--- config.mk ---
export PLATFORM = sky130hd
export DESIGN_NAME = uart_sender
export DESIGN_NICKNAME = d
export VERILOG_FILES = /design/src/rtl/uart_pkg.sv /design/src/rtl/uart_baud_gen.sv /design/src/rtl/uart_sender.sv
export SDC_FILE = /design/constraint.sdc
export NUM_CORES = 1
export LEC_CHECK = 0
export CAP_MARGIN = 15
export CORE_ASPECT_RATIO = 2
export CORE_MARGIN = 2
export CORE_UTILIZATION = 60
export CTS_BUF_LIST = sky130_fd_sc_hd__clkbuf_8
export CTS_CLUSTER_DIAMETER = 100
export DETAILED_ROUTE_END_ITERATION = 16
export GPL_TIMING_DRIVEN = 0
export MAX_ROUTING_LAYER = met4
export PLACE_DENSITY = 0.77
export SETUP_SLACK_MARGIN = 0.4
export SYNTH_ARGS = -nofsm -noshare
export SYNTH_HDL_FRONTEND = slang
export SYNTH_SLANG_ARGS = --single-unit
--- constraint.sdc ---
create_clock -name Clk -period 68.9 [get_ports Clk]
set_input_delay 20.67 -clock Clk [delete_from_list [all_inputs] [get_ports Clk]]
set_output_delay 20.67 -clock Clk [all_outputs]
set_load 0.02 [all_outputs]
--- src/rtl/uart_pkg.sv ---
// Shared definitions for the 8N1 UART transmitter.
//   BAUD_*      : run-time baud select codes (codes 5..7 fall back to 9600)
//   state_t     : transmitter FSM states
//   bit_period  : clocks per bit for a baud code at a given clock frequency
package uart_pkg;

  localparam logic [2:0] BAUD_9600   = 3'd0;
  localparam logic [2:0] BAUD_19200  = 3'd1;
  localparam logic [2:0] BAUD_38400  = 3'd2;
  localparam logic [2:0] BAUD_57600  = 3'd3;
  localparam logic [2:0] BAUD_115200 = 3'd4;

  typedef enum logic [1:0] {
    IDLE,
    START,
    DATA,
    STOP
  } state_t;

  // Truncating division, so 50 MHz gives 5208/2604/1302/868/434.
  function automatic logic [31:0] bit_period(input logic [2:0] code,
                                             input int unsigned clk_freq);
    int unsigned rate;
    case (code)
      BAUD_9600:   rate = 9600;
      BAUD_19200:  rate = 19200;
      BAUD_38400:  rate = 38400;
      BAUD_57600:  rate = 57600;
      BAUD_115200: rate = 115200;
      default:     rate = 9600;
    endcase
    return clk_freq / rate;
  endfunction

endpackage

--- src/rtl/uart_baud_gen.sv ---
// Bit-period divider for the UART transmitter.
//   clk, rst   : system clock, async active-high reset
//   baud_code  : latched baud select code
//   en         : count while high; counter held at zero while low
//   bit_tick   : one-cycle pulse on the last clock of every bit period
module uart_baud_gen
  import uart_pkg::*;
#(
  parameter int unsigned CLK_FREQ = 50_000_000
) (
  input  logic       clk,
  input  logic       rst,
  input  logic [2:0] baud_code,
  input  logic       en,
  output logic       bit_tick
);

  logic [31:0] period;
  logic [31:0] cnt;

  always_comb begin
    period   = bit_period(baud_code, CLK_FREQ);
    bit_tick = en && (cnt == period - 32'd1);
  end

  // Clearing on the tick itself keeps every bit exactly `period` clocks long.
  always_ff @(posedge clk or posedge rst) begin
    if (rst) begin
      cnt <= '0;
    end else if (!en || bit_tick) begin
      cnt <= '0;
    end else begin
      cnt <= cnt + 32'd1;
    end
  end

endmodule

--- src/rtl/uart_sender.sv ---
// 8N1 UART transmitter: start bit, 8 data bits LSB first, stop bit.
//   Clk, Rst    : system clock, async active-high reset
//   data_byte   : byte to send, latched when a frame starts
//   send_en     : level request, sampled only while idle
//   baud_set    : baud select, latched when a frame starts
//   Rs232_Tx    : serial line, idles high
//   Tx_Done     : one-cycle pulse on the clock after a frame ends
//   uart_state  : high while a frame is on the line
module uart_sender
  import uart_pkg::*;
#(
  parameter int unsigned CLK_FREQ = 50_000_000
) (
  input  logic       Clk,
  input  logic       Rst,
  input  logic [7:0] data_byte,
  input  logic       send_en,
  input  logic [2:0] baud_set,
  output logic       Rs232_Tx,
  output logic       Tx_Done,
  output logic       uart_state
);

  state_t     state, state_next;
  logic [7:0] data_q, data_next;
  logic [2:0] baud_q, baud_next;
  logic [2:0] bit_idx, bit_idx_next;
  logic       tx_next, done_next, busy_next;
  logic       div_en;
  logic       bit_tick;

  assign div_en = (state != IDLE);

  uart_baud_gen #(
    .CLK_FREQ(CLK_FREQ)
  ) u_baud_gen (
    .clk      (Clk),
    .rst      (Rst),
    .baud_code(baud_q),
    .en       (div_en),
    .bit_tick (bit_tick)
  );

  always_ff @(posedge Clk or posedge Rst) begin
    if (Rst) begin
      state      <= IDLE;
      data_q     <= '0;
      baud_q     <= '0;
      bit_idx    <= '0;
      Rs232_Tx   <= 1'b1;
      Tx_Done    <= 1'b0;
      uart_state <= 1'b0;
    end else begin
      state      <= state_next;
      data_q     <= data_next;
      baud_q     <= baud_next;
      bit_idx    <= bit_idx_next;
      Rs232_Tx   <= tx_next;
      Tx_Done    <= done_next;
      uart_state <= busy_next;
    end
  end

  // Outputs are computed one cycle ahead and registered, so the line level
  // changes on the same edge as the state transition that selects it.
  always_comb begin
    state_next   = state;
    data_next    = data_q;
    baud_next    = baud_q;
    bit_idx_next = bit_idx;
    tx_next      = Rs232_Tx;
    done_next    = 1'b0;
    busy_next    = uart_state;

    case (state)
      IDLE: begin
        tx_next   = 1'b1;
        busy_next = 1'b0;
        if (send_en) begin
          state_next   = START;
          data_next    = data_byte;
          baud_next    = baud_set;
          bit_idx_next = '0;
          tx_next      = 1'b0;
          busy_next    = 1'b1;
        end
      end
      START: begin
        if (bit_tick) begin
          state_next   = DATA;
          bit_idx_next = '0;
          tx_next      = data_q[0];
        end
      end
      DATA: begin
        if (bit_tick) begin
          if (bit_idx == 3'd7) begin
            state_next = STOP;
            tx_next    = 1'b1;
          end else begin
            bit_idx_next = bit_idx + 3'd1;
            tx_next      = data_q[bit_idx + 3'd1];
          end
        end
      end
      STOP: begin
        if (bit_tick) begin
          state_next = IDLE;
          tx_next    = 1'b1;
          busy_next  = 1'b0;
          done_next  = 1'b1;
        end
      end
      default: begin
        state_next = IDLE;
        tx_next    = 1'b1;
        busy_next  = 1'b0;
      end
    endcase
  end

endmodule

Yosys cells after proc, flatten, opt, wreduce, memory -nomap -nowiden

Index checks and enable logic that the tools add are counted.
Widths: inputs -> output; s select.

Add/sub/neg operators: 3
Div/mod/pow operators: 1
Magnitude comparators: 1
Equal/unequal tests: 15
Mux-type cells: 26
Reductions and logical operators: 12

Operator list:

| operator               | number |
|---|---|
| $pmux 17 s4            | 1 |
| $add 32x1->32 const B  | 1 |
| $div 26x32->32 const A | 1 |
| $eq 32x32->1           | 1 |
| $mux 32                | 1 |
| $sub 32x1->32 const B  | 1 |
| $mux 3                 | 4 |
| $mux 1                 | 10 |
| $mux 2                 | 5 |
| $reduce_and 5->1       | 2 |
| $pmux 3 s3             | 1 |
| $pmux 2 s4             | 1 |
| $eq 3x2->1 const B     | 2 |
| $eq 3x3->1 const B     | 2 |
| $ne 2x1->1 const B     | 3 |
| $ne 2x2->1 const B     | 3 |
| $eq 2x2->1 const B     | 2 |
| $lt 3x4->1 const B     | 1 |
| $pmux 1 s4             | 1 |
| $reduce_and 2->1       | 2 |
| $reduce_bool 2->1      | 2 |
| $add 3x1->3 const B    | 1 |
| $bmux 1 s3             | 1 |
| $eq 3x1->1 const B     | 1 |
| 8 further kinds        | 8 |

Bits in registers: 51
Input bits: 14
Output and inout bits: 3
Logic and storage cells: 66

Logic depth before layout (Yosys ltp)

Gate-level depths: netlist of run 1.

Depth after elaboration: 8
Mapped depth: 278
Depth with buffers taken out: 255

Hierarchy

A second synthesis of run 1 with hierarchy kept.

Cell total of the unflattened synthesis: 1,687
Area, all modules: 12,355.6 µm²

Modules (own cells, without submodules):

| module        | times used | cells each | area each (µm²) |
|---|---|---|---|
| uart_baud_gen | 1          | 1,603      | 11,362.1 |
| uart_sender   | 1          | 84         | 993.5 |

Least setup slack after synthesis of run 1

No wires, ideal clock.

Kind: flip-flop to flip-flop
Start: register baud_q[0]
End: register state[1]
Data arrival time: 50.316 ns
Data required time: 68.772 ns
Path slack: 18.456 ns
Stages on the path, launching flop included: 271
Path buffers: 25
Period minus slack after synthesis: 50.444 ns
Cell sequence: dfrtp_1 -> buf_4 -> clkbuf_1 -> xnor2_1 -> o21ai_0 -> inv_1 -> ha_1 -> ha_1 -> o211a_1 -> nor4_1 -> and2b_2 -> and2_1 -> ha_1 -> nand3_1 -> nor4b_2 -> o21ai_1 -> a21oi_2 -> mux2_2 -> [... 235 more ...] -> nand2b_1 -> o21a_1 -> o21ai_0 -> mux2i_1 -> or3_1 -> inv_1 -> ha_1 -> xor2_1 -> nand4_1 -> nor4_1 -> o2111ai_1 -> nor4_1 -> nand3_1 -> nor2_1 -> inv_1 -> a21oi_2 -> o211ai_1 -> mux2_1

Cells in the longest elaborated chain, start to end: 8
Elaborated cells on any way between the ends: 13
Those cells by class: add/sub: 1; div: 1; eq/ne: 8; mux: 1; reduce/logical: 2

RTL lines:

| element                            | line                | RTL |
|---|---|---|
| from (decl)                        | uart_sender.sv:26   | `logic [2:0] baud_q, baud_next;` |
| from (signal assigned)             | uart_sender.sv:56   | `baud_q <= baud_next;` |
| $eq 3x3->1 (tied with other cells) | uart_pkg.sv:24      | `case (code)` |
| $pmux 17 s4 (*)                    | uart_pkg.sv:24      |  |
| $div 26x32->32 (*)                 | uart_pkg.sv:32      | `return clk_freq / rate;` |
| $sub 32x1->32 (*)                  | uart_baud_gen.sv:23 | `bit_tick = en && (cnt == period - 32'd1);` |
| $eq 32x32->1 (*)                   | uart_baud_gen.sv:23 |  |
| $logic_and 1x1->1 (*)              | uart_baud_gen.sv:23 |  |
| $ne 2x1->1 (no line)               | n/a                 |  |
| $reduce_and 5->1 (no line) (*)     | n/a                 |  |
| to (signal assigned)               | uart_sender.sv:54   | `state <= state_next;` |
| to (decl)                          | uart_sender.sv:24   | `state_t state, state_next;` |

Mark *: on every way between the ends. The rest lies on a longest branch, timed or not.
A chain may end at the register's enable or synchronous reset.

Worst setup path in the final report of run 1

Start: register baud_q[2]
End: register state[1]

The elaborated chain is that of the path after synthesis.

==> impl_metrics.tcl, run 1 <==
set metrics [dict create \
    outcome "completed" \
    io_buffers 16 \
    min_period_ns 64.65 \
    cts_tree "yes" \
    relSlewSlack_pct 16.1 \
    place_ws_ns 6.28 \
    cts.repair.resized 0 \
    die_w_um 113 \
    min_path_type "reg -> reg" \
    antenna_cells 0 \
    die_area_mm2 0.0250 \
    min_period_over_period_pct 93.8 \
    synth_top_area_share_pct 13.7 \
    grt_start_max_net_pins 31 \
    grt_pass1_vias 15869 \
    async_flop_share_pct 100 \
    synth_seq_cells 51 \
    cp-end-kind "register" \
    avgRoutedWirePerCell_um 20.5 \
    initial_core_util_pct 61.0 \
    hold_buffers 0 \
    numCtsBuffers 5 \
    syn_inst 1972 \
    finalMaxSlewViolations 0 \
    synth_edf_count 0 \
    fmax_mhz 15.5 \
    synth.area.top_cells "ha_1 (14%), dfrtp_1 (8.8%), a21oi_1 (6.3%)" \
    worstPathRequired_ns 69.10 \
    routed_wl_um 46800 \
    fin_setup_tns_ns 0 \
    via_count 15717 \
    rsz0062_at_grt "no" \
    tightestPinTransition_ns 1.24 \
    hpwlAfterDp_um 37600 \
    antenna_found_initial 0 \
    setup_violations 0 \
    cp-start-kind "register" \
    synth_area_leader_cell "ha_1" \
    boundaryPins 17 \
    path_class "reg -> reg" \
    cpMostUsedCell "a21oi_1" \
    core-area_mm2 0.0233 \
    synth_ff_type "dfrtp_1" \
    grt-ovfl-total 0 \
    skew_ns 0.00905 \
    fin_ws_ns 4.25 \
    critical_path_arrival_ns 64.85 \
    dieHeight_um 222 \
    crit_fanout 19 \
    yosysWarnings 0 \
    drc 0 \
    clk_pin_slew_ns 0.09 \
    clockBufferDepth 2 \
    initialDrtViolationCount 951 \
    fin_nets 2172 \
    final_common_cell "nor2_1" \
    firstDrtPassIters 6 \
    track_usage_pct 37.4 \
    cts_root_buffer "clkbuf_8" \
    grt_pass1_wl_um 75300 \
    antenna_left 0 \
    synth_cell_types 124 \
    cts_setup_buffers 0 \
    mostFrequentLayoutCells "nor2_1 (210), a21oi_1 (179), nand2_1 (173)" \
    cts_sinks 51 \
    via_per_inst 6.88 \
    syn_area_per_cell_um2 7.21 \
    row_count 79 \
    synth_seq_area_share_pct 8.98 \
    max_stage_delay_ns 0.81 \
    holdWs_ns 0.510 \
    gp_congestion 1.11 \
    clk_latency_ns 0.31 \
    final_core_util_pct 63.9 \
    hold_viol 0 \
    drive_gt1_share_pct 7.84 \
    syn_to_final_growth_pct 4.82 \
    synth.cell_area_mm2 0.0142 \
    cts_max_level 2 \
    drv_cap 0 \
    crit_slowest_cell "mux2i_1" \
]
## Yosys cell counts (14+ instances only)
master and n:
clkbuf_1 37, a21o_1 64, or2_2 14, inv_1 47, a21oi_1 179, or3_1 15, ha_1 156, dfrtp_1 50
xnor2_1 97, nand3_1 63, a31oi_1 21, xor2_1 56, mux2_2 39, o21a_1 54, o211ai_1 15, and3_1 22
nor2b_1 31, nor2_1 210, nand4_1 27, nand2b_1 30, o31ai_1 30, o21bai_1 15, o21ai_0 122, buf_2 14
and2_1 26, nor3_1 70, nand2_1 173
## kinds of logic (layout without fill, tap and decap cells)
group	Yosys count	after routing	share of synthesized area (%)
DFF	51	51	8.98
AOI/OAI and AO/OA	668	668	32.1
other	1	5	0.0264
and+or+nand+nor	764	764	27.2
buffers and inverters	121	147	3.89
adders and majority gates	157	157	13.8
xor gates and xnor gates	154	154	9.53
muxes	56	56	4.50
## state kept, by name (all words and copies together) (netlist names)
| name | cells |
|---|---|
| Tx_Done | 1 |
| data_q | 8 |
| Rs232_Tx | 1 |
| state | 2 |
| u_baud_gen.cnt | 32 |
| baud_q | 3 |
| uart_state | 1 |
| bit_idx | 3 |
## through the flow
step,instances,area (um^2)
after floorplan,1976,14200
after global placement,2275,14800
after detailed placement,2278,14800
after CTS,2285,14900
after global routing,2285,14900
final,2285,14900
## worst paths after layout
check,slack [ns],to,startpoint,depth (start not counted)
hold / removal,0.51,data_q[1],data_q[1],1
hold reg to reg,0.51,data_q[1],data_q[1],1
max in group asynchronous,47.63,Rs232_Tx,Rst,3
setup reg to reg,4.25,state[1],baud_q[2],267
setup / recovery,4.25,state[1],baud_q[2],267
min in group asynchronous,20.69,baud_q[0],Rst,2
## final cells by class
type / count / area, um^2
Timing Repair Buffer: 19 / 210
Clock inverter: 2 / 33.8
Buffer: 69 / 353
Sequential cell: 51 / 1280
Fill cell: 2191 / 8410
Tap cell: 283 / 354
Multi-Input combinational cell: 1804 / 12400
Clock buffer: 5 / 68.8
Inverter: 52 / 200
## critical path, delay by kind of cell, from the launching register on
kind            cells  cell delay, ns
simple gates       85           18.50
flops               1            0.43
buf+inv            33            8.93
mux                 6            2.06
compound gates    116           26.43
xor+xnor            1            0.18
fa+ha+maj          26            7.90
## layer usage
metal / GRT usage, % / vias to the layer above / part of all wire, %
li1: - / 7467 / -
met3: 3.96 / 295 / 3.8
met1: 34.2 / 7360 / 34
met4: 27.9 / 0 / 8.9
met5: - / - / 0
met2: 69.4 / 595 / 53
Power of run 1 is left out: the tool's default activity adds up to more than one toggle a clock period on the data nets, which glitch-free logic cannot reach.
==> run 2, diff against run 1 <==
CTS_BUF_LIST = sky130_fd_sc_hd__clkbuf_2 sky130_fd_sc_hd__clkbuf_4 sky130_fd_sc_hd__clkbuf_8   (was sky130_fd_sc_hd__clkbuf_8)
==> run 2 against run 1 <==
Against the previous run: critical path depth unchanged; global-route usage is essentially flat; die area is the same; highest routed layer unchanged; register-to-register slack gained 0.02 ns; core utilization hardly changed; worst hold slack about the same; wire length about the same; clock skew up 0.00063 ns; maximum frequency about the same; via count down 0.22%.
==> impl_metrics.tcl, run 2 (synthesized netlist as in run 1, its figures left out) <==
set metrics [dict create \
    syn_to_final_growth_pct 4.85 \
    grt_pass1_vias 15873 \
    top_regs "u_baud_gen.cnt x32, data_q x8" \
    critical_path_arrival_ns 64.83 \
    fin_nets 2172 \
    hpwlAfterDp_um 37600 \
    fin_ws_ns 4.27 \
    cpMostUsedCell "a21oi_1" \
    initialDrtViolationCount 1000 \
    antenna_found_initial 0 \
    via_per_inst 6.86 \
    crit_fanout 19 \
    cts.repair.resized 0 \
    grt-ovfl-total 0 \
    routed_wl_um 46800 \
    final_common_cell "nor2_1" \
    min_period_ns 64.63 \
    cts_setup_buffers 0 \
    die_area_mm2 0.0250 \
    relSlewSlack_pct 16.8 \
    clockBufferDepth 2 \
    min_period_over_period_pct 93.8 \
    mostFrequentLayoutCells "nor2_1 (210), a21oi_1 (179), nand2_1 (173)" \
    via_count 15683 \
    grt_start_max_net_pins 31 \
    initial_core_util_pct 61.0 \
    cp-end-kind "register" \
    setup_violations 0 \
    place_ws_ns 6.28 \
    antenna_left 0 \
    skew_ns 0.00968 \
    hold_buffers 0 \
    cts_tree "yes" \
    io_buffers 16 \
    core-area_mm2 0.0233 \
    min_path_type "reg -> reg" \
    crit_slowest_cell "mux2i_1" \
    clk_pin_slew_ns 0.09 \
    max_stage_delay_ns 0.81 \
    avgRoutedWirePerCell_um 20.5 \
    clk_latency_ns 0.31 \
    firstDrtPassIters 5 \
    cp-start-kind "register" \
    drc 0 \
    path_class "reg -> reg" \
    rsz0062_at_grt "no" \
    tightestPinTransition_ns 1.23 \
    finalMaxSlewViolations 0 \
    fmax_mhz 15.5 \
    drive_gt1_share_pct 7.89 \
    outcome "completed" \
    fin_setup_tns_ns 0 \
    largest_register "u_baud_gen.cnt" \
    numCtsBuffers 5 \
    cts_max_level 2 \
    gp_congestion 1.11 \
    antenna_cells 0 \
    worstPathRequired_ns 69.10 \
    cts_root_buffer "clkbuf_8" \
    hold_viol 0 \
    die_w_um 113 \
    grt_pass1_wl_um 75300 \
    track_usage_pct 37.4 \
    boundaryPins 17 \
    dieHeight_um 222 \
    drv_cap 0 \
    largest_reg_flops 32 \
    cts_sinks 51 \
    row_count 79 \
]
-- run 2: cell types whose count changed in the layout (fill, tap and decap cells not counted) --
cell / before / now
clkbuf_4: 0 / 1
inv_1: 47 / 46
-- run 2: path summary, 6_finish.rpt --
kind / depth (start not counted) / endpoint / from / slack, ns
min reg2reg: 1 / data_q[1] / data_q[1] / 0.51
max in group asynchronous: 3 / Rs232_Tx / Rst / 47.63
max: 267 / state[1] / baud_q[2] / 4.27
min in group asynchronous: 2 / baud_q[0] / Rst / 20.69
min: 1 / data_q[1] / data_q[1] / 0.51
max reg2reg: 267 / state[1] / baud_q[2] / 4.27
-- run 2: area by class of cell --
type / count / area [um^2]
buffer: 69 / 353
clock buffer: 6 / 76.3
clock inverter: 1 / 30.0
fill: 2190 / 8410
inverter: 52 / 200
multi-input combinational: 1804 / 12400
sequential: 51 / 1280
tap: 283 / 354
timing repair buffer: 19 / 210
-- run 2: worst max-delay path, delay by kind of cell (launching register included) --
kind,cells,cell delay [ns]
AOI/OAI and AO/OA,116,26.52
and+or+nand+nor,85,18.45
buffers and inverters,33,8.92
adders and majority gates,26,7.87
muxes,6,2.06
DFF,1,0.43
xor gates and xnor gates,1,0.18
-- run 2: per-layer routing --
metal | wire length, um | vias to the layer above | GRT usage (%)
met4 | 4210 | 0 | 27.7
met3 | 1890 | 297 | 3.91
met2 | 24800 | 585 | 69.6
met5 | 0 | - | -
met1 | 16000 | 7327 | 34.2
li1 | - | 7474 | -
-- run 2: metrics by stage --
stage / utilization, % / instance area, um^2 / instances / hold WS [ns]
3_3_place_gp: 63.3 / 14800 / 2275 / 0.484
2_1_floorplan: - / 14200 / 1976 / 0.474
6_report: 63.9 / 14900 / 2285 / 0.510
5_1_grt: 63.9 / 14900 / 2285 / 0.535
3_5_place_dp: 63.5 / 14800 / 2278 / 0.495
4_1_cts: 63.9 / 14900 / 2285 / 0.514
Power of run 2 is left out for the same reason.
